===== config.mk =====
export PLATFORM = sky130hd
export DESIGN_NAME = router_input_channel
export DESIGN_NICKNAME = d
export VERILOG_FILES = /design/src/rtl/noc_pkg.sv /design/src/rtl/router_vc_fifo.sv /design/src/rtl/router_input_channel.sv
export SDC_FILE = /design/constraint.sdc
export NUM_CORES = 1
export LEC_CHECK = 0
export ABC_CLOCK_PERIOD_IN_PS = 10900
export CORE_UTILIZATION = 60
export DETAILED_ROUTE_END_ITERATION = 12
export DONT_BUFFER_PORTS = 1
export PLACE_DENSITY_LB_ADDON = 0.05
export SLEW_MARGIN = 20
export SYNTH_ARGS = -nofsm -noshare
export SYNTH_HDL_FRONTEND = slang
export SYNTH_SLANG_ARGS = --single-unit

===== constraint.sdc =====
create_clock -name clk -period 10.9 [get_ports clk]
set_input_delay 0 -clock clk [delete_from_list [all_inputs] [get_ports clk]]
set_output_delay 0 -clock clk [all_outputs]
set_load 0.05 [all_outputs]

===== src/rtl/noc_pkg.sv =====
// ============================================================================
// Package  : noc_pkg
// Purpose  : Shared packet width, header field positions and one-hot route
//            codes for the mesh router.
// Revision : 1.0
// ============================================================================
`default_nettype none

package noc_pkg;

  localparam int DATA_W = 64;

  // Header field positions
  localparam int VC_BIT = 63;
  localparam int DX_BIT = 62;  // 0 = east, 1 = west
  localparam int DY_BIT = 61;  // 0 = north, 1 = south
  localparam int HX_MSB = 55;
  localparam int HX_LSB = 52;
  localparam int HY_MSB = 51;
  localparam int HY_LSB = 48;

  // One-hot switch request codes {L,W,E,S,N}
  localparam logic [4:0] ROUTE_N = 5'b00001;
  localparam logic [4:0] ROUTE_S = 5'b00010;
  localparam logic [4:0] ROUTE_E = 5'b00100;
  localparam logic [4:0] ROUTE_W = 5'b01000;
  localparam logic [4:0] ROUTE_L = 5'b10000;

endpackage

`default_nettype wire


===== src/rtl/router_vc_fifo.sv =====
// ============================================================================
// Module   : router_vc_fifo
// Purpose  : One virtual-channel buffer: DEPTH-entry circular FIFO with a
//            combinational head output and storage cleared on reset.
// Revision : 1.0
// ============================================================================
`default_nettype none

module router_vc_fifo #(
  parameter int DATA_W = 64,
  parameter int DEPTH  = 2
) (
  input  logic              clk,
  input  logic              reset,
  input  logic              push,
  input  logic [DATA_W-1:0] push_data,
  input  logic              pop,
  output logic              full,
  output logic              empty,
  output logic [DATA_W-1:0] head
);

  // A one-entry FIFO still gets a 1-bit pointer; it simply never leaves 0.
  localparam int PTR_W = (DEPTH > 1) ? $clog2(DEPTH) : 1;
  localparam int CNT_W = $clog2(DEPTH) + 1;
  localparam logic [PTR_W-1:0] LAST_PTR = PTR_W'(DEPTH - 1);
  localparam logic [CNT_W-1:0] FULL_CNT = CNT_W'(DEPTH);

  logic [DATA_W-1:0] mem_q [DEPTH];
  logic [PTR_W-1:0]  wr_ptr_q, wr_ptr_d;
  logic [PTR_W-1:0]  rd_ptr_q, rd_ptr_d;
  logic [CNT_W-1:0]  count_q, count_d;
  logic              do_push, do_pop;

  assign full    = (count_q == FULL_CNT);
  assign empty   = (count_q == '0);
  assign head    = mem_q[rd_ptr_q];
  // Guard locally so a misbehaving caller cannot corrupt the count.
  assign do_push = push && !full;
  assign do_pop  = pop && !empty;

  // Next-state pointers and occupancy, wrapping modulo DEPTH.
  always_comb begin
    wr_ptr_d = wr_ptr_q;
    rd_ptr_d = rd_ptr_q;
    count_d  = count_q;
    if (do_push) wr_ptr_d = (wr_ptr_q == LAST_PTR) ? '0 : wr_ptr_q + PTR_W'(1);
    if (do_pop)  rd_ptr_d = (rd_ptr_q == LAST_PTR) ? '0 : rd_ptr_q + PTR_W'(1);
    case ({do_push, do_pop})
      2'b10:   count_d = count_q + CNT_W'(1);
      2'b01:   count_d = count_q - CNT_W'(1);
      default: count_d = count_q;
    endcase
  end

  // Pointer and count registers.
  always_ff @(posedge clk) begin
    if (reset) begin
      wr_ptr_q <= '0;
      rd_ptr_q <= '0;
      count_q  <= '0;
    end else begin
      wr_ptr_q <= wr_ptr_d;
      rd_ptr_q <= rd_ptr_d;
      count_q  <= count_d;
    end
  end

  // Storage; zeroed on reset so the idle head reads as 0.
  always_ff @(posedge clk) begin
    if (reset) begin
      for (int i = 0; i < DEPTH; i++) mem_q[i] <= '0;
    end else if (do_push) begin
      mem_q[wr_ptr_q] <= push_data;
    end
  end

endmodule

`default_nettype wire


===== src/rtl/router_input_channel.sv =====
// ============================================================================
// Module   : router_input_channel
// Purpose  : Per-port router input stage. Buffers link packets into two
//            VCs chosen by polarity, offers the opposite VC's head to the
//            switch with an XY route request, pops on grant.
// Options  : ROUTE_HOP_DEC_EN - sw_data carries the routed dimension's hop
//            count already decremented (stored data untouched).
// Revision : 1.0
// ============================================================================
`default_nettype none

module router_input_channel #(
  parameter int DATA_W = noc_pkg::DATA_W,
  parameter int DEPTH  = 2,
  parameter int HOP_W  = 4
) (
  input  logic              clk,
  input  logic              reset,
  input  logic              polarity,
  input  logic              link_send_in,
  input  logic [DATA_W-1:0] link_data_in,
  output logic              link_ready_out,
  output logic              sw_req,
  output logic [4:0]        sw_route,
  output logic [DATA_W-1:0] sw_data,
  input  logic              sw_grant,
  output logic              overflow_err
);

  import noc_pkg::*;

  logic              full0, full1, empty0, empty1;
  logic [DATA_W-1:0] head0, head1, rd_head;
  logic              push_ok, pop_ok;
  logic              push0, push1, pop0, pop1;
  logic [HOP_W-1:0]  hx, hy;
  logic              overflow_q, overflow_d;

  // polarity=1: VC0 written, VC1 read; polarity=0: the reverse.
  assign link_ready_out = polarity ? !full0 : !full1;
  assign sw_req         = polarity ? !empty1 : !empty0;
  assign rd_head        = polarity ? head1 : head0;

  assign push_ok = link_send_in && link_ready_out;
  assign pop_ok  = sw_grant && sw_req;
  assign push0   = push_ok && polarity;
  assign push1   = push_ok && !polarity;
  assign pop0    = pop_ok && !polarity;
  assign pop1    = pop_ok && polarity;

  router_vc_fifo #(.DATA_W(DATA_W), .DEPTH(DEPTH)) u_vc0 (
    .clk(clk), .reset(reset), .push(push0), .push_data(link_data_in),
    .pop(pop0), .full(full0), .empty(empty0), .head(head0)
  );

  router_vc_fifo #(.DATA_W(DATA_W), .DEPTH(DEPTH)) u_vc1 (
    .clk(clk), .reset(reset), .push(push1), .push_data(link_data_in),
    .pop(pop1), .full(full1), .empty(empty1), .head(head1)
  );

  assign hx = rd_head[HX_LSB +: HOP_W];
  assign hy = rd_head[HY_LSB +: HOP_W];

  // XY dimension-order routing: finish X first, then Y, then eject locally.
  always_comb begin
    sw_route = 5'b0;
    if (sw_req) begin
      if (hx != '0)      sw_route = rd_head[DX_BIT] ? ROUTE_W : ROUTE_E;
      else if (hy != '0) sw_route = rd_head[DY_BIT] ? ROUTE_S : ROUTE_N;
      else               sw_route = ROUTE_L;
    end
  end

`ifdef ROUTE_HOP_DEC_EN
  // Output copy has the routed dimension's hop consumed; buffer is unchanged.
  always_comb begin
    sw_data = rd_head;
    if (sw_route == ROUTE_E || sw_route == ROUTE_W)
      sw_data[HX_LSB +: HOP_W] = hx - HOP_W'(1);
    else if (sw_route == ROUTE_N || sw_route == ROUTE_S)
      sw_data[HY_LSB +: HOP_W] = hy - HOP_W'(1);
  end
`else
  assign sw_data = rd_head;
`endif

  assign overflow_d = overflow_q || (link_send_in && !link_ready_out);

  // Sticky overflow flag: a send into a full write-VC is dropped and recorded.
  always_ff @(posedge clk) begin
    if (reset) overflow_q <= 1'b0;
    else       overflow_q <= overflow_d;
  end

  assign overflow_err = overflow_q;

endmodule

`default_nettype wire


---- Yosys cells after proc, flatten, opt, wreduce, memory -nomap -nowiden ----
Memories as Yosys holds them, arrays and structs flattened. A register that Yosys moved wholly into a read port is not among the register bits.
Cells that the tools add are included.
storage, ports and cells
  RAM bits ................................ 256
  ROM bits ................................ 0
  output and inout port bits .............. 72
  register bits after elaboration ......... 9
  memories kept ........................... 2
  word-level logic and storage cells ...... 81
  bits in latches ......................... 0
memories
  name         words  bits a word  read ports  clocked after Yosys merged registers in  wr ports  line                  source
  u_vc0.mem_q  2      64           1           1                                        2         router_vc_fifo.sv:29  logic [DATA_W-1:0] mem_q [DEPTH];
  u_vc1.mem_q  2      64           1           1                                        2         router_vc_fifo.sv:29
cells by class
  divide/modulo/power cells ............... 0
  bitwise logic cells ..................... 0
  magnitude comparators ................... 0
  shift-type cells ........................ 0
  muxes and demuxes ....................... 32
  eq/ne operators ......................... 6
  add/sub/neg operators ................... 8
  multiply operators ...................... 0
  reduce and logical (&&, ||, !) cells .... 26
operators by type and width
  kind                                                 number
  two-way mux 64 bit                                   3
  OR reduction 64 bit                                  2
  two-way mux 1 bit                                    22
  two-way mux 5 bit                                    3
  logical AND 1 bit                                    11
  equality test 2 bit, second input constant           4
  case mux 2 bit (2 select lines)                      2
  nonzero test 4 bit                                   2
  zero test 1 bit                                      6
  adder 1 bit, second input constant                   4
  adder 2 x 1 -> 2 bit, second input constant          2
  equality test 2 x 1 -> 1 bit, second input constant  2
  zero test 2 bit                                      2
  two-way mux 4 bit                                    1
  nonzero test 2 bit                                   2
  subtractor 2 x 1 -> 2 bit, second input constant     2
  two-way mux 2 bit                                    1
  logical OR 1 bit                                     1

---- Logic depth before layout (Yosys ltp) ----
  depth after elaboration ................. 11
  mapped depth ............................ 7
  gate-level depth less buffers ........... 6

---- Cells and area by module ----
A second synthesis with hierarchy kept.
unflattened totals
  cell total of the unflattened synthesis .. 983
  area total of the unflattened synthesis .. 12649.6 um^2
modules (own cells, without submodules)
  module                cells an instance  instances  area an instance (um^2)
  router_vc_fifo        440                2          5834.3
  router_input_channel  103                1          980.9

---- Least setup slack after synthesis ----
OpenSTA, ideal clock, no wires.
  path kind ............................... register to register
  from .................................... register u_vc0.count_q[0]
  to ...................................... memory u_vc0.mem_q[0][0] (enable)
  path slack .............................. 6.731 ns
  period minus slack after synthesis ...... 4.169 ns
  stages on the path, launching flop included .. 4
  buffers on the path ..................... 0
  library setup time ...................... 0.499 ns
  arrival time ............................ 3.670 ns
  cells stage by stage .................... dfxtp_1 nand2b_2 nand3_4 o21bai_1
RTL lines
  item                    line                  source
  start, declared         router_vc_fifo.sv:32  logic [CNT_W-1:0] count_q, count_d;
  start signal, assigned  router_vc_fifo.sv:65  count_q <= count_d;
  end, declared           router_vc_fifo.sv:29

==> qor.csv <==
metric,value,unit
p_per_area,170,nW/µm²
startpoint_type,flop,
fin_setup_tns,0,ns
synth-edff-count,256,
core_area,19700,µm²
grt_pass1_vias,7217,
num-nets-final,1038,
m1WireLength,9900,µm
finalCritPeriodShare,0.295,
top_layer,met4,
initial_core_util,0.619,
synth_seq_cells,267,
final_hold_viol_count,0,
min_period,3.22,ns
clock_latency,0.52,ns
grt_max_degree,138,
hold_path.class,in -> reg,
post-dp-hpwl,13400,µm
drtIter0Drc,431,
cts_buffers,27,
vias,7046,
syn_to_final_growth,13.4,%
synth_flop_cell,edfxtp_1,
worstMarginPinSlew,1.20,ns
grt_setup_unrepaired,no,
slew_violations,0,
syn_avg_cell_area,13.3,µm²
grt_pass1_wl,37600,µm
cts_resized,0,
port_buffers,0,
yosysUniqueCellTypes,40,
maxCapViolCount,0,
htree_levels,1,
synth_cells,919,
clk_path_buf_depth,3,
async_reset_ff_frac,0,
max-vdd-ir-drop,0.149,mV
antenna-diode-count,0,
die_x,145,µm
antenna_left,0,
cts_setup_buffers,0,
syn_nets,990,
crit_required,10.90,ns
antenna_found_initial,0,
critical_path.max_fanout,86,
worst-endpoint-arrival,3.22,ns
wl_met2,12500,µm
setup_viol,0,
synth_top_area_cell,edfxtp_1,
outcome,completed,
yosys.area.top_type_share,0.630,
gp_congestion,0.776,
clk_pin_slew,0.06,ns
detail_route.wl_per_cell,19.5,µm
die_area,20900,µm²
max_freq,311,MHz
synth_area,12200,µm²
grt_overflow,0,
yosysSeqAreaShare,0.648,
drt_pass1_iterations,5,
drc,0,
drt-total-wl,24300,µm
gr-usage-all-layers,0.239,
drive_above_1_share,0.0653,
ys_warn_count,0,
io_pins,141,
crit_type,reg -> out,
clock-skew-final,0.0174,ns
die_y,145,µm
root_buffer,clkbuf_16,
core.rowCount,51,
endpoint_kind,output pin,
p_leak,4.94,nW
holdWs,0.0561,ns
cts_tree,done,
hold_buffers,70,
clock-sinks,267,
max_slew_margin,0.206,
vias_per_cell,5.66,
routed-wl-met3,1390,µm
netlist_top_cells_area,"edfxtp_1 63%, and2_1 13%, mux2i_1 5.3%, a211oi_1 3.9%, nor2b_1 3.3%",
metal layers:
metal	up-vias	global-route usage
li1	3409	-
met1	3443	0.291
met2	160	0.430
met3	34	0.0493
met4	0	0.0637
met5	-	0
cell usage after synthesis, types with 3 or more instances:
cell,n
a211oi_1,64
a21oi_1,67
and2_1,256
buf_2,18
buf_4,3
buf_6,5
clkbuf_1,28
clkbuf_2,11
dfxtp_1,11
edfxtp_1,256
mux2i_1,64
nand2_1,3
nand2b_1,4
nor2_1,14
nor2b_1,64
nor3_1,4
nor3b_1,3
nor4_1,7
o21ai_0,3
xnor2_1,4
xor2_1,4
final timing paths:
kind	start	endpoint	slack [ns]	cells after the start
min	reset	u_vc0.mem_q[0][61]	0.06	1
max	flop	sw_route[3]	7.68	5
min reg2reg	u_vc1.count_q[1]	u_vc1.count_q[1]	0.51	2
max reg2reg	u_vc1.count_q[0]	u_vc1.mem_q[1][53]	8.10	5
registers in the layout, summed over array words and instances (netlist names), named ones only:
signal / cells
u_vc1.rd_ptr_q: 1
u_vc0.rd_ptr_q: 1
u_vc1.wr_ptr_q: 1
u_vc1.count_q: 2
overflow_err: 1
u_vc0.mem_q: 128
u_vc0.count_q: 2
u_vc1.mem_q: 128
u_vc0.wr_ptr_q: 1
cell type report:
type / instances / area [µm²]
clock buffer: 38 / 737
clock inverter: 4 / 18.8
fill: 1382 / 5890
inverter: 2 / 7.51
multi-input combinational: 585 / 4020
sequential: 267 / 7920
tap: 265 / 332
timing repair buffer: 84 / 806
through the flow:
stage / instance area, µm² / std cells / setup WS [ns] / total power [mW] / util
after floorplan: 12200 / 919 / 6.73 / 1.49 / -
after global placement: 12400 / 1133 / 8.18 / 1.52 / 0.627
after detailed placement: 12400 / 1133 / 8.07 / 1.53 / 0.627
after CTS: 13800 / 1245 / 7.63 / 2.37 / 0.701
after global routing: 13800 / 1245 / 7.49 / 2.43 / 0.701
final: 13800 / 1245 / 7.68 / 2.35 / 0.701
where the power goes:
part	switching, mW	leakage, nW	internal [mW]
Clock	0.349	0.371	0.463
Combinational	0.231	1.80	0.0875
Sequential	0.0267	2.77	1.19
worst max-delay path, cell delays in order (launching register included):
cell	delay, ns
dfxtp_4	0.61
buf_4	0.79
a211oi_1	0.17
a21oi_1	0.16
buf_4	0.22
nor3b_2	0.71
cell usage in the layout, fill, tap and decap left out, types with 3 or more instances in the layout:
cell	n
a211oi_1	64
a21oi_1	64
a21oi_2	3
and2_1	256
buf_4	14
clkbuf_1	9
clkbuf_16	27
clkinv_2	3
dfxtp_1	9
dlygate4sd3_1	70
edfxtp_1	256
mux2i_1	64
nand2_1	3
nand2b_1	4
nor2_1	14
nor2b_1	64
nor3_1	4
nor4_1	7
o21ai_0	3
xnor2_1	4
xor2_1	4
logic make-up (layout without fill, tap and decap cells):
| logic type | Yosys count | in the layout | synth area share |
|---|---|---|---|
| adders and majority gates | 2 | 2 | 0.00205 |
| DFF | 267 | 267 | 0.648 |
| buffers and inverters | 67 | 128 | 0.0276 |
| and+or+nand+nor | 371 | 371 | 0.192 |
| xor gates and xnor gates | 8 | 8 | 0.00574 |
| AOI/OAI and AO/OA | 140 | 140 | 0.0720 |
| muxes | 64 | 64 | 0.0525 |
Power figures use the tool's default switching activity.
